===== config.mk =====
export PLATFORM = sky130hd
export DESIGN_NAME = pipe_ctrl_flat
export DESIGN_NICKNAME = d
export VERILOG_FILES = /design/src/rtl/pipe_ctrl_pkg.sv /design/src/rtl/pipe_ctrl_if.sv /design/src/rtl/pipe_ctrl_perf.sv /design/src/rtl/pipe_ctrl.sv /design/src/flat_wrapper.sv
export SDC_FILE = /design/constraint.sdc
export NUM_CORES = 1
export LEC_CHECK = 0
export BUFFER_PORTS_ARGS = -buffer_cell sky130_fd_sc_hd__buf_2
export CORE_MARGIN = 1
export CORE_UTILIZATION = 44
export CTS_CLUSTER_DIAMETER = 50
export CTS_CLUSTER_SIZE = 20
export DETAILED_ROUTE_END_ITERATION = 6
export GPL_TIMING_DRIVEN = 0
export MAX_ROUTING_LAYER = met4
export PLACE_DENSITY_LB_ADDON = 0.08
export RECOVER_POWER = 50
export SLEW_MARGIN = 20
export SYNTH_ARGS = -nofsm -noshare
export SYNTH_HDL_FRONTEND = slang
export SYNTH_SLANG_ARGS = --single-unit
export TNS_END_PERCENT = 5

===== constraint.sdc =====
create_clock -name clk -period 4 [get_ports clk]
set_clock_uncertainty 0.2 [all_clocks]
set_input_delay 0.2 -clock clk [delete_from_list [all_inputs] [get_ports clk]]
set_output_delay 0.2 -clock clk [all_outputs]
set_load 0.03 [all_outputs]

===== src/rtl/pipe_ctrl_pkg.sv =====
// Purpose: shared constants, state encoding and redirect decode for the pipeline sequencer.
// Latency: n/a (types, constants and a pure function only).
// Backpressure: n/a.
package pipe_ctrl_pkg;

    // Bit positions inside the stall vector, upstream to downstream.
    localparam int STALL_PC  = 0;
    localparam int STALL_IF  = 1;
    localparam int STALL_ID  = 2;
    localparam int STALL_EX  = 3;
    localparam int STALL_MEM = 4;
    localparam int STALL_WB  = 5;

    localparam logic Stop   = 1'b1;
    localparam logic NoStop = 1'b0;

    localparam logic [31:0] ZeroWord = 32'h0000_0000;

    // MEM-stage exception codes.
    localparam logic [31:0] EXC_INT  = 32'h0000_0001;
    localparam logic [31:0] EXC_SYS  = 32'h0000_0008;
    localparam logic [31:0] EXC_BRK  = 32'h0000_0009;
    localparam logic [31:0] EXC_RI   = 32'h0000_000a;
    localparam logic [31:0] EXC_OV   = 32'h0000_000c;
    localparam logic [31:0] EXC_TR   = 32'h0000_000d;
    localparam logic [31:0] EXC_ERET = 32'h0000_000e;

    // Stall vectors: the requesting stage and everything upstream of it hold.
    localparam logic [5:0] STALL_VEC_NONE = 6'b000000;
    localparam logic [5:0] STALL_VEC_IF   = 6'b000011;
    localparam logic [5:0] STALL_VEC_ID   = 6'b000111;
    localparam logic [5:0] STALL_VEC_EX   = 6'b001111;
    localparam logic [5:0] STALL_VEC_MEM  = 6'b011111;
    localparam logic [5:0] STALL_VEC_ALL  = 6'b111111;

    typedef enum logic [1:0] {
        ST_RUN      = 2'd0,
        ST_EXC_WAIT = 2'd1,
        ST_FLUSH    = 2'd2
    } state_t;

    // ERET returns to EPC; every other nonzero code goes to the common vector.
    function automatic logic [31:0] decode_new_pc(input logic [31:0] code,
                                                  input logic [31:0] epc,
                                                  input logic [31:0] vec);
        logic [31:0] pc;
        pc = ZeroWord;
        if (code == EXC_ERET)
            pc = epc;
        else if (code != ZeroWord)
            pc = vec;
        return pc;
    endfunction

endpackage


===== src/rtl/pipe_ctrl_if.sv =====
// Purpose: bundle of stall requests, exception report and sequencer outputs.
// Latency: n/a (wiring only).
// Backpressure: n/a; master drives requests, slave (pipe_ctrl) drives stall/flush/new_pc/counters.
interface pipe_ctrl_if #(
    parameter int CNT_W = 32
);
    logic              stallreq_if;
    logic              stallreq_id;
    logic              stallreq_ex;
    logic              stallreq_mem;
    logic [31:0]       excepttype;
    logic [31:0]       cp0_epc;
    logic [5:0]        stall;
    logic              flush;
    logic [31:0]       new_pc;
    logic [CNT_W-1:0]  perf_stall_cycles;
    logic [15:0]       perf_flush_count;

    modport master (
        output stallreq_if, stallreq_id, stallreq_ex, stallreq_mem,
        output excepttype, cp0_epc,
        input  stall, flush, new_pc, perf_stall_cycles, perf_flush_count
    );

    modport slave (
        input  stallreq_if, stallreq_id, stallreq_ex, stallreq_mem,
        input  excepttype, cp0_epc,
        output stall, flush, new_pc, perf_stall_cycles, perf_flush_count
    );
endinterface


===== src/rtl/pipe_ctrl_perf.sv =====
// Purpose: stall-cycle and flush-pulse performance counters (free-running, wrapping).
// Latency: counters reflect a cycle's stall/flush one clock after that cycle.
// Backpressure: none; counts every qualifying cycle.
// Ports: clk, rst (sync active-low), i_stall_pc, i_flush in; o_perf_stall_cycles[CNT_W], o_perf_flush_count[16] out.
module pipe_ctrl_perf #(
    parameter int CNT_W = 32
) (
    input  logic             clk,
    input  logic             rst,
    input  logic             i_stall_pc,
    input  logic             i_flush,
    output logic [CNT_W-1:0] o_perf_stall_cycles,
    output logic [15:0]      o_perf_flush_count
);
    logic [CNT_W-1:0] r_stall_cycles;
    logic [15:0]      r_flush_count;

    always_ff @(posedge clk) begin
        if (!rst) begin
            r_stall_cycles <= '0;
            r_flush_count  <= '0;
        end else begin
            if (i_stall_pc)
                r_stall_cycles <= r_stall_cycles + 1'b1;
            if (i_flush)
                r_flush_count <= r_flush_count + 16'd1;
        end
    end

    assign o_perf_stall_cycles = r_stall_cycles;
    assign o_perf_flush_count  = r_flush_count;
endmodule


===== src/rtl/pipe_ctrl.sv =====
// Purpose: pipeline sequencer - stall vector, flush pulse and redirect PC for the 5-stage core.
// Latency: stall/flush/new_pc are combinational (zero latency); deferred exceptions flush one cycle after IF bus completes.
// Backpressure: an exception seen while the instruction bus is mid-handshake freezes the whole pipe until it completes.
// Ports: clk, rst (sync active-low), bus (pipe_ctrl_if.slave: stallreq_*, excepttype, cp0_epc in; stall, flush, new_pc, perf_* out).
module pipe_ctrl
    import pipe_ctrl_pkg::*;
#(
    parameter logic [31:0] EXC_VECTOR = 32'h0000_0020,
    parameter int          CNT_W      = 32
) (
    input  logic      clk,
    input  logic      rst,
    pipe_ctrl_if.slave bus
);
    state_t      r_state;
    state_t      w_state_nxt;
    logic [31:0] r_exc_type;
    logic [31:0] r_exc_epc;
    logic        w_latch_exc;
    logic [5:0]  w_stall;
    logic        w_flush;
    logic [31:0] w_new_pc;

    always_ff @(posedge clk) begin
        if (!rst) begin
            r_state    <= ST_RUN;
            r_exc_type <= ZeroWord;
            r_exc_epc  <= ZeroWord;
        end else begin
            r_state <= w_state_nxt;
            if (w_latch_exc) begin
                r_exc_type <= bus.excepttype;
                r_exc_epc  <= bus.cp0_epc;
            end
        end
    end

    always_comb begin
        w_state_nxt = r_state;
        w_stall     = STALL_VEC_NONE;
        w_flush     = 1'b0;
        w_new_pc    = ZeroWord;
        w_latch_exc = 1'b0;

        // Outputs stay quiet for the whole reset cycle.
        if (rst) begin
            unique case (r_state)
                ST_RUN: begin
                    if (bus.excepttype != ZeroWord) begin
                        if (!bus.stallreq_if) begin
                            w_flush  = 1'b1;
                            w_new_pc = decode_new_pc(bus.excepttype, bus.cp0_epc, EXC_VECTOR);
                        end else begin
                            // Fetch is mid-handshake: freeze everything and remember
                            // the exception so the bus transaction can finish.
                            w_stall     = STALL_VEC_ALL;
                            w_latch_exc = 1'b1;
                            w_state_nxt = ST_EXC_WAIT;
                        end
                    end else if (bus.stallreq_mem) begin
                        w_stall = STALL_VEC_MEM;
                    end else if (bus.stallreq_ex) begin
                        w_stall = STALL_VEC_EX;
                    end else if (bus.stallreq_id) begin
                        w_stall = STALL_VEC_ID;
                    end else if (bus.stallreq_if) begin
                        w_stall = STALL_VEC_IF;
                    end
                end
                ST_EXC_WAIT: begin
                    // Frozen pipe: live excepttype is stale/irrelevant here.
                    w_stall = STALL_VEC_ALL;
                    if (!bus.stallreq_if)
                        w_state_nxt = ST_FLUSH;
                end
                ST_FLUSH: begin
                    w_flush     = 1'b1;
                    w_new_pc    = decode_new_pc(r_exc_type, r_exc_epc, EXC_VECTOR);
                    w_state_nxt = ST_RUN;
                end
                default: begin
                    w_state_nxt = ST_RUN;
                end
            endcase
        end
    end

    assign bus.stall  = w_stall;
    assign bus.flush  = w_flush;
    assign bus.new_pc = w_new_pc;

    pipe_ctrl_perf #(
        .CNT_W (CNT_W)
    ) u_perf (
        .clk                 (clk),
        .rst                 (rst),
        .i_stall_pc          (w_stall[STALL_PC] == Stop),
        .i_flush             (w_flush),
        .o_perf_stall_cycles (bus.perf_stall_cycles),
        .o_perf_flush_count  (bus.perf_flush_count)
    );
endmodule


===== src/flat_wrapper.sv =====
// flat-port wrapper written by rule: the top's interface ports become plain ports
module pipe_ctrl_flat import pipe_ctrl_pkg::*;
#(
    parameter logic [31:0] EXC_VECTOR = 32'h0000_0020,
    parameter int          CNT_W      = 32
)
  (clk, rst, bus_stallreq_if, bus_stallreq_id, bus_stallreq_ex, bus_stallreq_mem, bus_excepttype, bus_cp0_epc, bus_stall, bus_flush, bus_new_pc, bus_perf_stall_cycles, bus_perf_flush_count);
  pipe_ctrl_if #(.CNT_W(CNT_W)) bus_i ();
  input  logic clk;
  input  logic rst;
  input wire logic [$bits(bus_i.stallreq_if)-1:0] bus_stallreq_if;
  input wire logic [$bits(bus_i.stallreq_id)-1:0] bus_stallreq_id;
  input wire logic [$bits(bus_i.stallreq_ex)-1:0] bus_stallreq_ex;
  input wire logic [$bits(bus_i.stallreq_mem)-1:0] bus_stallreq_mem;
  input wire logic [$bits(bus_i.excepttype)-1:0] bus_excepttype;
  input wire logic [$bits(bus_i.cp0_epc)-1:0] bus_cp0_epc;
  output wire logic [$bits(bus_i.stall)-1:0] bus_stall;
  output wire logic [$bits(bus_i.flush)-1:0] bus_flush;
  output wire logic [$bits(bus_i.new_pc)-1:0] bus_new_pc;
  output wire logic [$bits(bus_i.perf_stall_cycles)-1:0] bus_perf_stall_cycles;
  output wire logic [$bits(bus_i.perf_flush_count)-1:0] bus_perf_flush_count;
  assign bus_i.stallreq_if = bus_stallreq_if;
  assign bus_i.stallreq_id = bus_stallreq_id;
  assign bus_i.stallreq_ex = bus_stallreq_ex;
  assign bus_i.stallreq_mem = bus_stallreq_mem;
  assign bus_i.excepttype = bus_excepttype;
  assign bus_i.cp0_epc = bus_cp0_epc;
  assign bus_stall = bus_i.stall;
  assign bus_flush = bus_i.flush;
  assign bus_new_pc = bus_i.new_pc;
  assign bus_perf_stall_cycles = bus_i.perf_stall_cycles;
  assign bus_perf_flush_count = bus_i.perf_flush_count;
  pipe_ctrl #(.EXC_VECTOR(EXC_VECTOR), .CNT_W(CNT_W)) u_core (.clk(clk), .rst(rst), .bus(bus_i));
endmodule

==> run_results.csv, run 1 <==
group,metric,value,unit
min_path,min_path_cells,5,
floorplan,die_h,114,um
cts,clock_sinks,114,
cts,cts-root-buf,"clkbuf_16",
cells_and_area,layoutNonFillerInstCount,1151,
sta,fin_crit,3710,ps
logic_synthesis,ys.flop_type,"dfxtp_1",
place,dp_hpwl,12200,um
cts,cts.clk_slew.worst_paths,50,ps
logic_synthesis,avgSynthCellArea,7.60,sq um
floorplan,core-area,12200,sq um
logic_synthesis,synth_top_area_share,0.411,
sta,setup-violations-final,0,
detailed_routing,drtAntennaViolNets,0,
floorplan,die_x,114,um
detailed_routing,dr.pass1.iters,5,
grt,grt_overflow,0,
pwr,powerDensity,390,nW/um^2
detailed_routing,drc,0,
pwr,p_leak,2.84,nW
sta,finalCritPeriodShare,0.928,
setup_path,setup.worst_path.start_class,"primary input",
logic_synthesis,netlist_area,5550,sq um
logic_synthesis,async_flop_share,0,
sta,hold_viol_final,0,
setup_path,cp_data_required_time,3600,ps
grt,first_global_vias,5976,
logic_synthesis,yosysTopAreaCell,"dfxtp_1",
cts,tritoncts,"done",
detailed_routing,drtIter0Drc,452,
floorplan,num_io_pins,157,
cells_and_area,synthToLayoutAreaGrowth,38.6,%
setup_path,reg2reg_slack,1090,ps
flow_run,max_cap_violations,1,
setup_path,reg2reg_depth,7,
pwr,ir_worst_vdd,0.000278,V
setup_path,crit_type,"primary input to output pin",
floorplan,floorplan.initialDensity,0.457,
setup_path,path_max_fanout,10,
setup_path,worstPathArrival,3310,ps
sta,max_slew.worst_pin.slew,1520,ps
place,dp.cells,1055,
detailed_routing,vias_per_cell,5.57,
place,gp_congestion,0.889,
pwr,report.power.total,3.00,mW
sta,max_clock_freq,269,MHz
cts,cts_buffer_depth,2,
logic_synthesis,synth_edf_count,0,
outcome,violations,"capacitance limit, slew limit",
sta,drv_slew,11,
cts,cts_made_buffers,17,
sta,setup-tns-final,0,ps
grt,grt_usage,0.279,
floorplan,num_rows,40,
logic_synthesis,synth_area_leaders,"dfxtp_1, nand2_1, a21oi_1, a22oi_1, mux2i_1",
cells_and_area,diodes,0,
cells_and_area,seq_area,2280,sq um
logic_synthesis,yosys_warnings,0,
cells_and_area,drive_above_1_share,0.143,
grt,grt_pass1_wl,27900,um
outcome,status,"complete, but fails checks",
cts,htree_levels,4,
floorplan,die_area,13100,sq um
cells_and_area,nNetsFinal,1043,
sta,slew_headroom,-0.0225,
grt,grt_max_degree,17,
grt,antenna_found_initial,0,
sta,rsz0062_at_grt,"false",
setup_path,critPathCaptureType,"output pin",
logic_synthesis,yosys_register_bits,114,
cells_and_area,n_fill_cell,1128,
sta,finalHoldWorstSlack,182,ps
logic_synthesis,yosysUniqueCellTypes,48,
detailed_routing,wire_per_inst,15.2,um
place,io_buffers,156,
logic_synthesis,synth_fp_nets,803,
min_path,min_path_type,"primary input to flip-flop",
cts,clk_latency,410,ps
cells_and_area,multi_input_area,3010,sq um
detailed_routing,wl,17500,um
logic_synthesis,ys_seq_area_frac,0.411,
detailed_routing,num_vias,6408,
logic_synthesis,synth_cells,731,
-- worst max-delay path, cell delays in order --
cell,delay [ps]
dlygate4sd3_1,530
buf_2,130
nor4_1,410
and4_1,380
a41oi_1,430
clkbuf_1,340
clkbuf_1,320
nor2_1,250
buf_4,140
buf_2,180
-- cells by family (layout without fill, tap and decap cells) --
family | Yosys count | in the layout | share of synthesized area
adder cells (fa/ha/maj) | 2 | 2 | 0.00451
flip-flops | 114 | 114 | 0.411
multiplexers | 18 | 18 | 0.0324
XOR/XNOR | 1 | 1 | 0.00158
AO/OA/AOI/OAI | 175 | 175 | 0.193
buffers and inverters | 65 | 317 | 0.0460
AND/OR/NAND/NOR | 356 | 356 | 0.312
-- where the power goes --
group / total [mW] / internal (mW) / switching, mW
Sequential: 1.21 / 1.18 / 0.0298
Combinational: 0.326 / 0.129 / 0.197
Clock: 1.46 / 0.963 / 0.497
Total: 3.00 / 2.27 / 0.724
-- cell type report --
| cell class | count | area share |
|---|---|---|
| flip-flops and latches | 114 | 0.297 |
| plain buffers | 52 | 0.0265 |
| repair buffers | 221 | 0.177 |
| clock inverters | 4 | 0.00585 |
| inverters | 13 | 0.00634 |
| clock buffers | 27 | 0.0693 |
| multi-input cells | 552 | 0.391 |
| well taps | 168 | 0.0273 |
-- cells in the mapped netlist, drive strengths merged, types with 6 or more instances --
cell	instances
a21oi	95
buf	7
nor2	43
and4	6
or3	10
nand2	169
inv	13
clkbuf	45
nand3	16
or4	24
a22oi	31
nor4	23
dfxtp	114
o21ai	12
nand2b	16
nor3	16
mux2i	18
o31ai	22
nand4	19
-- layout by cell type, fill, tap and decap left out, drive strengths merged, types with 3 or more instances in the layout --
cell,n
nand2,169
nand3,16
dlygate4sd3,65
nor4,23
or4,24
clkbuf,127
and2,3
and3,5
and4,6
o21ai,12
buf,108
o31ai,22
nor2,43
dfxtp,114
a21oi,95
nand2b,16
or3,10
nand4,19
clkinv,3
a22oi,31
inv,13
mux2i,18
nor3,16
-- through the flow --
stage | utilization | setup slack, ps | instance area (sq um)
detailed placement | 0.538 | 745 | 6540
global placement | 0.538 | 771 | 6540
finish | 0.633 | 288 | 7700
CTS | 0.639 | 184 | 7770
global route | 0.633 | 82.0 | 7700
floorplan | - | 1440 | 5550
-- state kept, by name (all words and copies together), names as in the netlist --
signal                             flops
u_core.r_exc_epc                      32
u_core.r_exc_type                     32
u_core.u_perf.o_perf_stall_cycles     32
u_core.u_perf.o_perf_flush_count      16
u_core.r_state                         2
-- per-layer routing --
layer,vias up,part of all wire,global-route usage
met1,3023,0.43,0.322
met3,32,0.057,0.0551
met4,0,0.024,0.129
li1,3101,-,-
met5,-,0,-
met2,252,0.49,0.468
-- path summary, 6_finish.rpt --
kind                                           start                                    to
worst min register to register  u_core.r_exc_epc[19]                  u_core.r_exc_epc[19]
worst max-delay path              bus_excepttype[23]                          bus_stall[0]
worst min-delay path                             rst   u_core.u_perf.o_perf_flush_count[2]
worst max register to register     u_core.r_state[0]  u_core.u_perf.o_perf_stall_cycles[1]
-- repair_timing --
item	in CTS	in global routing
hold buffers	65	0
resized for setup	0	1
endpoints found under the setup margin	0	30
endpoints found under the hold margin	66	0
buffers inserted	0	0
Note: power is estimated with default switching activity, not from simulation.
==> inputs of run 2 (changes only) <==
--- a/config.mk
+++ b/config.mk
@@ -6,8 +6,9 @@
 export NUM_CORES = 1
 export LEC_CHECK = 0
 export BUFFER_PORTS_ARGS = -buffer_cell sky130_fd_sc_hd__buf_2
-export CORE_MARGIN = 1
+export CORE_MARGIN = 3
 export CORE_UTILIZATION = 44
+export CTS_BUF_LIST = sky130_fd_sc_hd__clkbuf_8
 export CTS_CLUSTER_DIAMETER = 50
 export CTS_CLUSTER_SIZE = 20
 export DETAILED_ROUTE_END_ITERATION = 6
==> run 2 against run 1 <==
The run now ends clean; sequential power hardly changed; cell area is 3.0% lower; worst setup slack better by 42 ps; via count is 0.98% higher; combinational power hardly changed; non-clock buffer count stayed put; die area is 7.1% higher; global-route usage is 2.1 points lower; critical path depth is 2 lower; sequential share of layout area is 0.93 points higher; wire length is 3.7% higher; critical endpoint is now u_core.r_exc_epc[27].
==> run_results.csv, run 2 (synthesis results as in run 1) <==
group,metric,value,unit
setup_path,crit_end,"u_core.r_exc_epc[27]",
place,dpl_worst_slack,613,ps
cts,cts_buffer_depth,2,
grt,grt_pass1_wl,29100,um
setup_path,r2r-start,"u_core.u_perf.o_perf_stall_cycles[0]",
place,io_buffers,156,
detailed_routing,top_layer_used,"met4",
sta,max_slew.worst_pin.slew,1420,ps
sta,fin_crit,3670,ps
detailed_routing,wire_per_inst,15.8,um
cells_and_area,synthToLayoutAreaGrowth,34.4,%
cells_and_area,seq_area,2280,sq um
setup_path,path_max_fanout,10,
cells_and_area,layout_commonest_cell,"nand2_1",
detailed_routing,wl_met2,8890,um
sta,finalHoldWorstSlack,143,ps
detailed_routing,met1_length,7720,um
pwr,ir_worst_vdd,0.000260,V
setup_path,crit_type,"primary input to flip-flop",
cells_and_area,multi_input_area,2990,sq um
cells_and_area,fin_area,7460,sq um
detailed_routing,drtAntennaViolNets,0,
floorplan,die_x,118,um
grt,first_global_vias,6168,
detailed_routing,drtIter0Drc,620,
grt,grt_overflow,0,
setup_path,r2r_end,"u_core.u_perf.o_perf_stall_cycles[26]",
grt,grt_usage,0.258,
cells_and_area,layoutNonFillerInstCount,1150,
floorplan,core-area,12200,sq um
setup_path,critPathCaptureType,"flip-flop",
floorplan,num_rows,40,
floorplan,num_io_pins,157,
sta,setup-tns-final,0,ps
grt,antenna_found_initial,0,
flow_run,max_cap_violations,0,
cells_and_area,n_fill_cell,1127,
detailed_routing,num_vias,6471,
cells_and_area,final_util,0.614,
setup_path,reg2reg_depth,6,
min_path,min_path_type,"primary input to flip-flop",
cts,clk_latency,440,ps
setup_path,reg2reg_slack,1240,ps
detailed_routing,vias_per_cell,5.63,
grt,grt_max_degree,17,
sta,finalCritPeriodShare,0.918,
min_path,min_path_cells,5,
sta,max_clock_freq,272,MHz
cts,tritoncts,"done",
place,dpl-instance-area,6540,sq um
cells_and_area,drive_above_1_share,0.144,
sta,rsz0062_at_grt,"false",
outcome,status,"completed",
sta,setup-violations-final,0,
floorplan,floorplan.initialDensity,0.457,
sta,fin_ws,330,ps
detailed_routing,drc,0,
cts,cts-root-buf,"clkbuf_8",
pwr,report.power.total,2.52,mW
cells_and_area,diodes,0,
cts,cts_made_buffers,17,
place,dp_hpwl,12600,um
setup_path,startpoint,"bus_excepttype[23]",
cts,cts_setup_buffers,0,
place,gp_congestion,0.891,
setup_path,worstPathArrival,3830,ps
cts,htree_levels,4,
pwr,p_leak,2.76,nW
place,dp.cells,1055,
setup_path,cp_data_required_time,4160,ps
sta,hold_viol_final,0,
floorplan,die_h,118,um
detailed_routing,routed-wl-met3,1140,um
sta,drv_slew,0,
cells_and_area,final_cell_mix,"nand2_1, dfxtp_1, buf_2, clkbuf_1, a21oi_1",
setup_path,setup.worst_path.start_class,"primary input",
detailed_routing,dr.pass1.iters,6,
cts,clock_sinks,114,
cells_and_area,nNetsFinal,1043,
floorplan,die_area,14000,sq um
sta,slew_headroom,0.0473,
pwr,powerDensity,338,nW/um^2
cts,cts.clk_slew.worst_paths,70,ps
detailed_routing,wl,18200,um
run 2: changes by cell type in the layout (fill, tap and decap cells not counted), sizes merged:
cell and change:
buf +2, clkinv +2, clkbuf -8, inv +3
run 2: worst max-delay path, stage by stage:
cell and delay (ps):
dlygate4sd3_1 530, clkbuf_1 110, nor4_1 450, nand4_1 490, o31ai_1 1300, clkbuf_1 470, nand2_1 100, a21oi_1 170
run 2: layer usage:
layer | track usage | up-vias
li1 | - | 3115
met1 | 0.299 | 3040
met2 | 0.435 | 273
met3 | 0.0603 | 43
met4 | 0.0952 | 0
met5 | - | -
run 2: layout make-up:
type / instances / area share
multi-input cells: 552 / 0.401
flip-flops and latches: 114 / 0.306
repair buffers: 221 / 0.183
clock buffers: 21 / 0.0387
well taps: 168 / 0.0282
plain buffers: 52 / 0.0275
clock inverters: 9 / 0.00889
inverters: 13 / 0.00654
run 2: where the power goes:
| part | internal [mW] | switching [mW] | leakage [nW] |
|---|---|---|---|
| clock | 0.537 | 0.446 | 0.201 |
| combinational | 0.129 | 0.198 | 1.63 |
| sequential | 1.18 | 0.0298 | 0.929 |
run 2: worst min path at each step:
stage / slack [ps] / from / end
after floorplan: 80 / bus_stallreq_if / u_core.r_state[1]
after global placement: 240 / u_core.r_exc_epc[13] / u_core.r_exc_epc[13]
after detailed placement: 250 / u_core.r_exc_type[4] / u_core.r_exc_type[4]
after CTS: 120 / rst / u_core.u_perf.o_perf_flush_count[2]
after global routing: 130 / rst / u_core.u_perf.o_perf_flush_count[2]
final: 140 / rst / u_core.u_perf.o_perf_flush_count[2]
run 2: timing repair:
item,CTS,global route
endpoints found under the hold margin,67,0
gates resized for setup,0,1
hold buffers,65,0
endpoints found under the setup margin,0,30
==> inputs of run 3 (changes only) <==
--- a/config.mk
+++ b/config.mk
@@ -5,13 +5,13 @@
 export SDC_FILE = /design/constraint.sdc
 export NUM_CORES = 1
 export LEC_CHECK = 0
-export BUFFER_PORTS_ARGS = -buffer_cell sky130_fd_sc_hd__buf_2
 export CORE_MARGIN = 3
 export CORE_UTILIZATION = 44
 export CTS_BUF_LIST = sky130_fd_sc_hd__clkbuf_8
 export CTS_CLUSTER_DIAMETER = 50
 export CTS_CLUSTER_SIZE = 20
 export DETAILED_ROUTE_END_ITERATION = 6
+export DONT_BUFFER_PORTS = 1
 export GPL_TIMING_DRIVEN = 0
 export MAX_ROUTING_LAYER = met4
 export PLACE_DENSITY_LB_ADDON = 0.08
==> run 3 against run 2 <==
Global-route usage decreased by 0.81 points; clock power increased by 8%; cell area decreased by 9.0%; register-to-register slack got worse by 240 ps; final cell count decreased by 13%; die area unchanged; critical path type is now flip-flop to output pin; largest cell class unchanged; highest routed layer unchanged.
==> run_results.csv, run 3 (synthesis results as in run 1) <==
group,metric,value,unit
detailed_routing,dr.pass1.iters,5,
place,dpl_worst_slack,669,ps
cells_and_area,nNetsFinal,888,
sta,slew_headroom,0.0520,
min_path,min_path_cells,3,
cts,htree_levels,4,
detailed_routing,drtIter0Drc,546,
cts,tritoncts,"done",
floorplan,floorplan.initialDensity,0.457,
detailed_routing,drc,0,
detailed_routing,wl,17200,um
sta,hold_viol_final,0,
setup_path,crit_chain,"clkbuf_1 > or4_1 > nor3_1 > clkbuf_1 > a22oi_1 > nor2_1",
floorplan,num_rows,40,
grt,first_global_vias,5644,
cells_and_area,drive_above_1_share,0.0483,
cts,cts_buffer_depth,2,
sta,finalCritPeriodShare,0.857,
setup_path,path_max_fanout,10,
setup_path,worstPathArrival,3030,ps
min_path,min_to,"u_core.u_perf.o_perf_stall_cycles[28]",
pwr,report.power.total,2.55,mW
setup_path,reg2reg_slack,1000,ps
place,dp_hpwl,11900,um
min_path,min-delay-start,"rst",
outcome,status,"completed",
setup_path,setup.worst_path.start_class,"flip-flop",
sta,max_clock_freq,292,MHz
sta,fin_crit,3430,ps
grt,grt_pass1_wl,27800,um
setup_path,crit_type,"flip-flop to output pin",
sta,max_slew.worst_pin.slew,1410,ps
pwr,ir_worst_vdd,0.000232,V
min_path,min_path_type,"primary input to flip-flop",
sta,rsz0062_at_grt,"false",
floorplan,num_io_pins,157,
cells_and_area,final_cell_mix,"nand2_1, dfxtp_1, a21oi_1, dlygate4sd3_1, clkbuf_1",
place,io_buffers,0,
pwr,powerDensity,375,nW/um^2
cells_and_area,n_fill_cell,1153,
setup_path,reg2reg_depth,6,
cts,clock_sinks,114,
detailed_routing,wire_per_inst,17.3,um
setup_path,r2r-start,"u_core.u_perf.o_perf_stall_cycles[0]",
sta,fin_ws,571,ps
cts,cts-root-buf,"clkbuf_8",
setup_path,max_stage_delay,540,ps
cts,cts_setup_buffers,0,
grt,grt_overflow,0,
grt,grt_usage,0.250,
floorplan,die_x,118,um
sta,drv_slew,0,
setup_path,cp_data_required_time,3600,ps
grt,antenna_found_initial,0,
flow_run,max_cap_violations,0,
cells_and_area,fin_area,6790,sq um
floorplan,die_h,118,um
setup_path,critPathMostFrequentCell,"clkbuf_1",
cts,clk_latency,440,ps
sta,finalHoldWorstSlack,51.7,ps
setup_path,r2r_end,"u_core.u_perf.o_perf_stall_cycles[26]",
floorplan,core-area,12200,sq um
cts,cts.clk_slew.worst_paths,60,ps
place,dpl-instance-area,5760,sq um
cts,cts_made_buffers,17,
cells_and_area,layout_commonest_cell,"nand2_1",
detailed_routing,vias_per_cell,5.79,
place,gp_congestion,0.862,
setup_path,path_buf_inv,2,
setup_path,critPathCaptureType,"output pin",
setup_path,crit_family,"simple AND/OR/NAND/NOR gates",
floorplan,die_area,14000,sq um
setup_path,slowest_stage,"or4_1",
cells_and_area,diodes,0,
sta,setup-violations-final,0,
grt,grt_max_degree,17,
cells_and_area,synthToLayoutAreaGrowth,22.3,%
sta,setup-tns-final,0,ps
pwr,p_leak,2.24,nW
detailed_routing,drtAntennaViolNets,0,
detailed_routing,num_vias,5769,
==> run 3: worst register-to-register path, cell delays in order (launching register included) <==
cell and delay (ps):
dfxtp_1 610, ha_1 250, and2_1 240, nor3b_1 690, nand2_1 330, nor4_1 400
mux2i_1 220
==> run 3: power by group <==
group / switching [mW] / internal [mW]
Combinational: 0.161 / 0.102
Sequential: 0.0437 / 1.18
Clock: 0.471 / 0.592
==> run 3: area by class of cell <==
type	count	area [sq um]	area share
timing repair buffer	66	661	0.0973
tap	168	210	0.0310
clock buffer	20	275	0.0405
sequential	114	2280	0.336
multi-input combinational	552	3000	0.441
clock inverter	11	113	0.0166
inverter	13	48.8	0.00719
buffer	52	205	0.0302
==> run 3: worst max-delay path by stage <==
stage / depth (start not counted) / startpoint / end
global route: 6 / u_core.r_state[1] / bus_new_pc[13]
finish: 6 / u_core.r_state[1] / bus_new_pc[26]
global placement: 6 / bus_excepttype[19] / bus_new_pc[7]
floorplan: 6 / u_core.u_perf.o_perf_stall_cycles[0] / u_core.u_perf.o_perf_stall_cycles[25]
detailed placement: 6 / bus_excepttype[19] / bus_new_pc[17]
CTS: 6 / u_core.r_state[1] / bus_new_pc[17]
==> run 3: routing by layer <==
| layer | track usage | wire [um] | vias up |
|---|---|---|---|
| li1 | - | - | 2795 |
| met3 | 0.0770 | 1340 | 23 |
| met5 | - | 0 | - |
| met2 | 0.407 | 8310 | 208 |
| met4 | 0.0806 | 237 | 0 |
| met1 | 0.295 | 7310 | 2743 |
==> run 3: timing repair <==
item | in CTS | in global routing
resized for setup | 0 | 0
endpoints found under the hold margin | 70 | 0
setup endpoints to repair | 0 | 0
hold buffers | 66 | 0
==> run 3: through the flow <==
| step | util | cells |
|---|---|---|
| floorplan | - | 731 |
| global placement | 0.474 | 899 |
| detailed placement | 0.474 | 899 |
| CTS | 0.560 | 996 |
| global route | 0.558 | 996 |
| finish | 0.558 | 996 |
